<file path="src/rtl/vga_sync_tracker_pkg.sv">
// ============================================================================
// Module      : sync_tracker_pkg
// Description : Shared types and default 640x480 geometry for vga_sync_tracker.
// Revision    : 1.0 - initial release
// ============================================================================
`default_nettype none

package sync_tracker_pkg;

  typedef enum logic [1:0] {
    SEARCH  = 2'd0,
    ACQUIRE = 2'd1,
    LOCKED  = 2'd2
  } lock_state_e;

  localparam int MATCH_W = 4;

  localparam int DEF_TOTAL_COLS  = 800;
  localparam int DEF_TOTAL_ROWS  = 525;
  localparam int DEF_ACTIVE_COLS = 640;
  localparam int DEF_ACTIVE_ROWS = 480;

endpackage

`default_nettype wire

</file>
<file path="src/rtl/vga_sync_tracker_if.sv">
// ============================================================================
// Module      : vga_sync_tracker_if
// Description : Sync inputs and position/lock outputs of vga_sync_tracker.
//               Measurement outputs exist only with SYNC_TRACKER_MEASURE_EN.
// Revision    : 1.0 - initial release
// ============================================================================
`default_nettype none

interface vga_sync_tracker_if #(
  parameter int COL_W = 10,
  parameter int ROW_W = 10
);

  logic             i_HSync;
  logic             i_VSync;
  logic             o_HSync;
  logic             o_VSync;
  logic [COL_W-1:0] o_Col_Count;
  logic [ROW_W-1:0] o_Row_Count;
  logic             o_Active;
  logic             o_Frame_Start;
  logic             o_Locked;
  logic             o_Sync_Error;
`ifdef SYNC_TRACKER_MEASURE_EN
  logic [COL_W-1:0] o_Line_Len;
  logic [ROW_W-1:0] o_Frame_Len;

  modport master (
    output i_HSync, i_VSync,
    input  o_HSync, o_VSync, o_Col_Count, o_Row_Count, o_Active,
           o_Frame_Start, o_Locked, o_Sync_Error, o_Line_Len, o_Frame_Len
  );

  modport slave (
    input  i_HSync, i_VSync,
    output o_HSync, o_VSync, o_Col_Count, o_Row_Count, o_Active,
           o_Frame_Start, o_Locked, o_Sync_Error, o_Line_Len, o_Frame_Len
  );
`else
  modport master (
    output i_HSync, i_VSync,
    input  o_HSync, o_VSync, o_Col_Count, o_Row_Count, o_Active,
           o_Frame_Start, o_Locked, o_Sync_Error
  );

  modport slave (
    input  i_HSync, i_VSync,
    output o_HSync, o_VSync, o_Col_Count, o_Row_Count, o_Active,
           o_Frame_Start, o_Locked, o_Sync_Error
  );
`endif

endinterface

`default_nettype wire

</file>
<file path="src/rtl/vga_sync_tracker_edge.sv">
// ============================================================================
// Module      : sync_edge_detect
// Description : One-cycle sync delay plus asserted-edge detect on the
//               polarity-normalised sync.
// Revision    : 1.0 - initial release
// ============================================================================
`default_nettype none

module sync_edge_detect #(
  parameter int SYNC_ACTIVE_HIGH = 1
) (
  input  logic i_Clk,
  input  logic i_Reset,
  input  logic i_Sync,
  output logic o_Sync,
  output logic o_Edge
);

  logic norm;
  logic hist_q, hist_d;
  logic sync_q, sync_d;

  always_comb begin
    norm   = (SYNC_ACTIVE_HIGH != 0) ? i_Sync : ~i_Sync;
    hist_d = norm;
    sync_d = i_Sync;
    o_Edge = norm & ~hist_q;
  end

  // History resets to asserted so a sync already active at release is not an edge.
  always_ff @(posedge i_Clk) begin
    if (i_Reset) begin
      hist_q <= 1'b1;
      sync_q <= 1'b0;
    end else begin
      hist_q <= hist_d;
      sync_q <= sync_d;
    end
  end

  assign o_Sync = sync_q;

endmodule

`default_nettype wire

</file>
<file path="src/rtl/vga_sync_tracker.sv">
// ============================================================================
// Module      : vga_sync_tracker
// Description : Delays H/V sync one cycle, derives aligned col/row counters,
//               active flag, frame-start pulse and geometry lock detection.
//               Define SYNC_TRACKER_MEASURE_EN for line/frame length outputs.
// Revision    : 1.0 - initial release
// ============================================================================
`default_nettype none

module vga_sync_tracker
  import sync_tracker_pkg::*;
#(
  parameter int COL_W            = 10,
  parameter int ROW_W            = 10,
  parameter int TOTAL_COLS       = DEF_TOTAL_COLS,
  parameter int TOTAL_ROWS       = DEF_TOTAL_ROWS,
  parameter int ACTIVE_COLS      = DEF_ACTIVE_COLS,
  parameter int ACTIVE_ROWS      = DEF_ACTIVE_ROWS,
  parameter int SYNC_ACTIVE_HIGH = 1,
  parameter int LOCK_FRAMES      = 2
) (
  input  logic              i_Clk,
  input  logic              i_Reset,
  vga_sync_tracker_if.slave bus
);

  localparam logic [COL_W-1:0]   COL_LAST     = COL_W'(TOTAL_COLS - 1);
  localparam logic [ROW_W-1:0]   ROW_LAST     = ROW_W'(TOTAL_ROWS - 1);
  localparam logic [COL_W:0]     ACT_COLS     = (COL_W + 1)'(ACTIVE_COLS);
  localparam logic [ROW_W:0]     ACT_ROWS     = (ROW_W + 1)'(ACTIVE_ROWS);
  localparam logic [MATCH_W-1:0] MATCH_TARGET = MATCH_W'(LOCK_FRAMES);

  logic line_edge, frame_edge;
  logic col_end, frame_wrap, consistent, inconsistent;

  logic [COL_W-1:0]   col_q, col_d;
  logic [ROW_W-1:0]   row_q, row_d;
  logic               active_q, active_d;
  logic               frame_start_q, frame_start_d;
  logic               locked_q, locked_d;
  logic               sync_error_q, sync_error_d;
  lock_state_e        state_q, state_d;
  logic [MATCH_W-1:0] match_q, match_d;

  sync_edge_detect #(.SYNC_ACTIVE_HIGH(SYNC_ACTIVE_HIGH)) u_hsync_edge (
    .i_Clk   (i_Clk),
    .i_Reset (i_Reset),
    .i_Sync  (bus.i_HSync),
    .o_Sync  (bus.o_HSync),
    .o_Edge  (line_edge)
  );

  sync_edge_detect #(.SYNC_ACTIVE_HIGH(SYNC_ACTIVE_HIGH)) u_vsync_edge (
    .i_Clk   (i_Clk),
    .i_Reset (i_Reset),
    .i_Sync  (bus.i_VSync),
    .o_Sync  (bus.o_VSync),
    .o_Edge  (frame_edge)
  );

  always_comb begin
    col_end      = (col_q == COL_LAST);
    frame_wrap   = col_end && (row_q == ROW_LAST);
    consistent   = frame_edge && frame_wrap;
    // A VSync edge off the wrap point, or a wrap with no VSync, both count.
    inconsistent = frame_edge ^ frame_wrap;

    col_d = col_q + 1'b1;
    row_d = row_q;
    if (frame_edge) begin
      col_d = '0;
      row_d = '0;
    end else if (col_end) begin
      col_d = '0;
      row_d = (row_q == ROW_LAST) ? '0 : row_q + 1'b1;
    end

    active_d      = ({1'b0, col_d} < ACT_COLS) && ({1'b0, row_d} < ACT_ROWS);
    frame_start_d = frame_edge;

    state_d      = state_q;
    match_d      = match_q;
    sync_error_d = 1'b0;
    case (state_q)
      SEARCH: begin
        if (frame_edge) begin
          state_d = ACQUIRE;
          match_d = '0;
        end
      end
      ACQUIRE: begin
        if (consistent) begin
          match_d = match_q + 1'b1;
          if (match_d == MATCH_TARGET) begin
            state_d = LOCKED;
          end
        end else if (inconsistent) begin
          match_d      = '0;
          sync_error_d = 1'b1;
        end
      end
      LOCKED: begin
        if (inconsistent) begin
          state_d      = ACQUIRE;
          match_d      = '0;
          sync_error_d = 1'b1;
        end
      end
      default: begin
        state_d = SEARCH;
        match_d = '0;
      end
    endcase
    locked_d = (state_d == LOCKED);
  end

  always_ff @(posedge i_Clk) begin
    if (i_Reset) begin
      col_q         <= '0;
      row_q         <= '0;
      active_q      <= 1'b0;
      frame_start_q <= 1'b0;
      locked_q      <= 1'b0;
      sync_error_q  <= 1'b0;
      state_q       <= SEARCH;
      match_q       <= '0;
    end else begin
      col_q         <= col_d;
      row_q         <= row_d;
      active_q      <= active_d;
      frame_start_q <= frame_start_d;
      locked_q      <= locked_d;
      sync_error_q  <= sync_error_d;
      state_q       <= state_d;
      match_q       <= match_d;
    end
  end

  assign bus.o_Col_Count   = col_q;
  assign bus.o_Row_Count   = row_q;
  assign bus.o_Active      = active_q;
  assign bus.o_Frame_Start = frame_start_q;
  assign bus.o_Locked      = locked_q;
  assign bus.o_Sync_Error  = sync_error_q;

`ifdef SYNC_TRACKER_MEASURE_EN
  logic [COL_W-1:0] line_cnt_q, line_cnt_d, line_len_q, line_len_d;
  logic [ROW_W-1:0] frame_cnt_q, frame_cnt_d, frame_len_q, frame_len_d;

  // Counters start at 1 on their own edge so the loaded value is the period.
  always_comb begin
    line_cnt_d  = line_cnt_q;
    line_len_d  = line_len_q;
    frame_cnt_d = frame_cnt_q;
    frame_len_d = frame_len_q;

    if (line_edge) begin
      line_len_d = line_cnt_q;
      line_cnt_d = COL_W'(1);
    end else if (line_cnt_q != '1) begin
      line_cnt_d = line_cnt_q + 1'b1;
    end

    if (frame_edge) begin
      frame_len_d = frame_cnt_q;
      frame_cnt_d = line_edge ? ROW_W'(1) : '0;
    end else if (line_edge && (frame_cnt_q != '1)) begin
      frame_cnt_d = frame_cnt_q + 1'b1;
    end
  end

  always_ff @(posedge i_Clk) begin
    if (i_Reset) begin
      line_cnt_q  <= '0;
      line_len_q  <= '0;
      frame_cnt_q <= '0;
      frame_len_q <= '0;
    end else begin
      line_cnt_q  <= line_cnt_d;
      line_len_q  <= line_len_d;
      frame_cnt_q <= frame_cnt_d;
      frame_len_q <= frame_len_d;
    end
  end

  assign bus.o_Line_Len  = line_len_q;
  assign bus.o_Frame_Len = frame_len_q;
`else
  logic unused_line_edge;
  assign unused_line_edge = line_edge;
`endif

endmodule

`default_nettype wire
</file>
<file path="src/flat_wrapper.sv">
// flat-port wrapper written by rule: the top's interface ports become plain ports
module vga_sync_tracker_flat import sync_tracker_pkg::*;
#(
  parameter int COL_W            = 10,
  parameter int ROW_W            = 10,
  parameter int TOTAL_COLS       = DEF_TOTAL_COLS,
  parameter int TOTAL_ROWS       = DEF_TOTAL_ROWS,
  parameter int ACTIVE_COLS      = DEF_ACTIVE_COLS,
  parameter int ACTIVE_ROWS      = DEF_ACTIVE_ROWS,
  parameter int SYNC_ACTIVE_HIGH = 1,
  parameter int LOCK_FRAMES      = 2
)
  (i_Clk, i_Reset, bus_i_HSync, bus_i_VSync, bus_o_HSync, bus_o_VSync, bus_o_Col_Count, bus_o_Row_Count, bus_o_Active, bus_o_Frame_Start, bus_o_Locked, bus_o_Sync_Error);
  vga_sync_tracker_if #(.COL_W(COL_W), .ROW_W(ROW_W)) bus_i ();
  input  logic i_Clk;
  input  logic i_Reset;
  input wire logic [$bits(bus_i.i_HSync)-1:0] bus_i_HSync;
  input wire logic [$bits(bus_i.i_VSync)-1:0] bus_i_VSync;
  output wire logic [$bits(bus_i.o_HSync)-1:0] bus_o_HSync;
  output wire logic [$bits(bus_i.o_VSync)-1:0] bus_o_VSync;
  output wire logic [$bits(bus_i.o_Col_Count)-1:0] bus_o_Col_Count;
  output wire logic [$bits(bus_i.o_Row_Count)-1:0] bus_o_Row_Count;
  output wire logic [$bits(bus_i.o_Active)-1:0] bus_o_Active;
  output wire logic [$bits(bus_i.o_Frame_Start)-1:0] bus_o_Frame_Start;
  output wire logic [$bits(bus_i.o_Locked)-1:0] bus_o_Locked;
  output wire logic [$bits(bus_i.o_Sync_Error)-1:0] bus_o_Sync_Error;
  assign bus_i.i_HSync = bus_i_HSync;
  assign bus_i.i_VSync = bus_i_VSync;
  assign bus_o_HSync = bus_i.o_HSync;
  assign bus_o_VSync = bus_i.o_VSync;
  assign bus_o_Col_Count = bus_i.o_Col_Count;
  assign bus_o_Row_Count = bus_i.o_Row_Count;
  assign bus_o_Active = bus_i.o_Active;
  assign bus_o_Frame_Start = bus_i.o_Frame_Start;
  assign bus_o_Locked = bus_i.o_Locked;
  assign bus_o_Sync_Error = bus_i.o_Sync_Error;
  vga_sync_tracker #(.COL_W(COL_W), .ROW_W(ROW_W), .TOTAL_COLS(TOTAL_COLS), .TOTAL_ROWS(TOTAL_ROWS), .ACTIVE_COLS(ACTIVE_COLS), .ACTIVE_ROWS(ACTIVE_ROWS), .SYNC_ACTIVE_HIGH(SYNC_ACTIVE_HIGH), .LOCK_FRAMES(LOCK_FRAMES)) u_core (.i_Clk(i_Clk), .i_Reset(i_Reset), .bus(bus_i));
endmodule
</file>
<file path="config.mk">
export PLATFORM = sky130hd
export DESIGN_NAME = vga_sync_tracker_flat
export DESIGN_NICKNAME = d
export VERILOG_FILES = /design/src/rtl/vga_sync_tracker_pkg.sv /design/src/rtl/vga_sync_tracker_if.sv /design/src/rtl/vga_sync_tracker_edge.sv /design/src/rtl/vga_sync_tracker.sv /design/src/flat_wrapper.sv
export SDC_FILE = /design/constraint.sdc
export NUM_CORES = 1
export LEC_CHECK = 0
export ABC_AREA = 1
export CAP_MARGIN = 20
export CORE_ASPECT_RATIO = 0.7
export CORE_MARGIN = 3
export CORE_UTILIZATION = 50
export DETAILED_ROUTE_END_ITERATION = 10
export PLACE_DENSITY = 0.75
export SLEW_MARGIN = 20
export SYNTH_ARGS = -nofsm -noshare
export SYNTH_HDL_FRONTEND = slang
export SYNTH_SLANG_ARGS = --single-unit
</file>
<file path="constraint.sdc">
create_clock -name i_Clk -period 2.6 [get_ports i_Clk]
set_input_delay 0.52 -clock i_Clk [delete_from_list [all_inputs] [get_ports i_Clk]]
set_output_delay 0.52 -clock i_Clk [all_outputs]
set_load 0.02 [all_outputs]
</file>
==> summary.txt <==
Critical path
  • Required time of the critical path: around 2.8 ns
  • Reg2Reg Depth: 12
  • RR Endpoint: u_core.bus.o_Locked
  • Crit-path max FO: 7
  • R2r startpoint: u_core.bus.o_Col_Count[0]
  • Crit. Startpoint: u_core.bus.o_Col_Count[0]
  • Critical Path Sink Type: register
  • Worst R2R Setup Slack: 0.35 ns
  • Critical path arrival: approximately 2.5 ns
  • Setup CP Type: register to register
  • CP startpoint kind: register

Finish
  • Antenna fix cells: 0
  • Final net count: 319
  • Area Overhead vs Synth: 25.2%
  • Layout cell share with drive strength beyond 1: under 10%
  • Most frequent cells in the layout: 55 x nand2_1, 45 x nor2_1, 43 x inv_1, 33 x dfxtp_1, 29 x clkdlybuf4s50_1
  • Multi-input gate area: 1020 µm²
  • Filler instances: between 300 and 400
  • Most common cell after layout, fill and taps aside: nand2_1
  • Post-layout util: between 60% and 70%
  • Storage cell area: 661 µm²
  • Post-route insts no fill: between 300 and 400

Route
  • Residual DRC: 0
  • Routed length per instance: 12.3 µm
  • Via density: 5.00
  • Detailed Routing Iterations Pass 1: 5
  • Detail Route Antenna Nets: 0
  • Post-detailed-routing wire length: 4.34 mm
  • DRT iter0 DRCs: 128
  • DR vias: around 1800

Logic synthesis
  • Cell count after synthesis: 269
  • Syn avg cell area: 6.92 µm²
  • Mapped Area: 1860 µm²
  • Seq cells post-synth: 33
  • Net count after synthesis: 283
  • Register area share after synthesis: 35.5%
  • Ys Warns: 0
  • Largest cells by area after synthesis: dfxtp_1 36%, nand2_1 11%, nor2_1 9.1%
  • Netlist cell types: 25
  • Synth top area share: 35.5%
  • Leading area contributor after synthesis: dfxtp_1

STA
  • RSZ-0062 raised after global routing: no
  • Pins Over Slew Limit: 0
  • Final setup vio count: 0
  • Fmax achieved: roughly 440 MHz
  • Hold violation total from the final report: 0
  • Min cycle time layout: 2.25 ns
  • Final Skew: 0.00682 ns
  • Total negative setup slack: 0 ns
  • Final period util: 86.7%
  • Hold slack final: 0.479 ns
  • Slew HR: 76.6%
  • Worst-margin pin slew: about 0.35 ns

Global routing
  • GRT Total Usage: 21.9%
  • Initial antenna violation count: 0
  • GRT Residual Overflow: 0
  • First-pass GRT wire length: 7.69 mm
  • Largest net degree at the start of global routing: 11
  • Vias in the first global route: 1617

Run
  • Max_cap viols: 0

Clock network
  • Post-CTS resize count: 0
  • CTS Root Cell: clkbuf_8
  • Worst-path clk slew: approximately 0.070 ns
  • CTS tree: built
  • Clk sinks: 33
  • Deepest clock path buffer count: 2
  • Setup bufs post-CTS: 0
  • Worst skew pair latency: 0.29 ns
  • Hold-fix buffers at CTS: 0
  • CTS Buf Count: 5
  • H-tree depth: 2

Worst hold path
  • WHS Endpoint: u_core.bus.o_Col_Count[0]
  • Hold path startpoint: u_core.bus.o_Col_Count[0]
  • Hold path depth: 1
  • Path type of the worst min-delay path: register to register

Die
  • Die area: 4500 µm²
  • Std cell rows: 17
  • CORE AREA: 3360 µm²
  • Top Ports: 30
  • Starting Density: 55.4%
  • Die W: roughly 79 µm
  • Die H: 57.0 µm

Placement
  • HPWL reported at the end of detailed placement: ~3.3 mm
  • RePlAce Congestion: 0.873
  • Placed insts: approximately 350
  • Port Buffer Count: 29

Run status
  • Status: finished clean

Pwr
  • PwrDens: 467 nW/µm²
  • Peak VDD IR: 0.000332 V
  • P_leak: 0.00103 µW
[worst max-delay path, cell delays in order (launching register included)]
cell and delay, ns:
dfxtp_1 0.38, ha_1 0.20, nand2_2 0.12, nor2_8 0.19, nand2_4 0.11, nor2_4 0.13
ha_1 0.22, o21ai_0 0.11, a21oi_1 0.19, nand3_1 0.17, o21ai_0 0.18, nand2_1 0.09
nor2_1 0.10
[report_power, final]
| group | total [µW] | leakage [µW] | switching [µW] | internal (µW) |
|---|---|---|---|---|
| combinational | 71.3 | 0.000708 | 43.5 | 27.8 |
| sequential | 520 | 0.000268 | 5.77 | 514 |
| clock | 497 | 0.0000585 | 184 | 312 |
[synth_stat cells]
library cell,number
a21oi_1,15
clkbuf_1,1
clkinv_1,1
dfxtp_1,33
ha_1,10
inv_1,43
inv_4,1
nand2_1,55
nand2_2,2
nand2_4,2
nand3_1,17
nand3_2,4
nand3b_1,1
nand4_1,5
nor2_1,45
nor2_2,8
nor2_4,2
nor2_8,2
nor3_1,6
nor3b_1,1
nor3b_2,1
o211ai_1,1
o21ai_0,9
xnor2_1,1
xor2_1,3
[flip-flops by register name, summed over array words and instances, names as in the netlist]
name,count
u_core.bus.o_Active,1
u_core.bus.o_Col_Count,10
u_core.bus.o_Frame_Start,1
u_core.bus.o_Locked,1
u_core.bus.o_Row_Count,10
u_core.bus.o_Sync_Error,1
u_core.match_q,4
u_core.state_q,2
u_core.u_hsync_edge.o_Sync,1
u_core.u_vsync_edge.hist_q,1
u_core.u_vsync_edge.o_Sync,1
[worst max path at each step]
stage / slack, ns / endpoint / cells after the start
5_1_grt: 0.15 / u_core.bus.o_Locked / 12
4_1_cts: 0.41 / u_core.bus.o_Locked / 12
3_5_place_dp: 0.31 / u_core.bus.o_Locked / 10
6_report: 0.35 / u_core.bus.o_Locked / 12
3_3_place_gp: 0.44 / u_core.bus.o_Locked / 10
2_1_floorplan: 0.56 / u_core.bus.o_Locked / 12
[layer usage]
metal	vias to the layer above	global-route usage, %	share of wire [%]
met3	8	5.05	8.6
li1	913	-	-
met5	-	0	0
met1	767	35.2	54
met4	0	8.09	1.5
met2	76	27.2	36
[metrics by stage]
stage	instance area [µm²]	setup slack (ns)	total power, µW
6_report	2330	0.345	1090
5_1_grt	2330	0.154	1130
4_1_cts	2330	0.406	1100
3_5_place_dp	2210	0.307	602
3_3_place_gp	2210	0.437	602
2_1_floorplan	1860	0.557	572
[layout make-up]
type | instances | area share, %
clock buffer | 7 | 3.71
clock inverter | 1 | 1.29
inverter | 45 | 7.36
multi-input combinational | 190 | 44.0
sequential | 33 | 28.4
tap | 47 | 2.52
timing repair buffer | 30 | 12.8
[cells by family after synthesis]
family	Yosys count	synth area share, %
buf+inv	46	9.41
compound gates	25	6.86
flops	33	35.5
xor+xnor	4	1.88
simple gates	151	39.6
fa+ha+maj	10	6.72
Note: power is estimated with default switching activity, not from simulation.
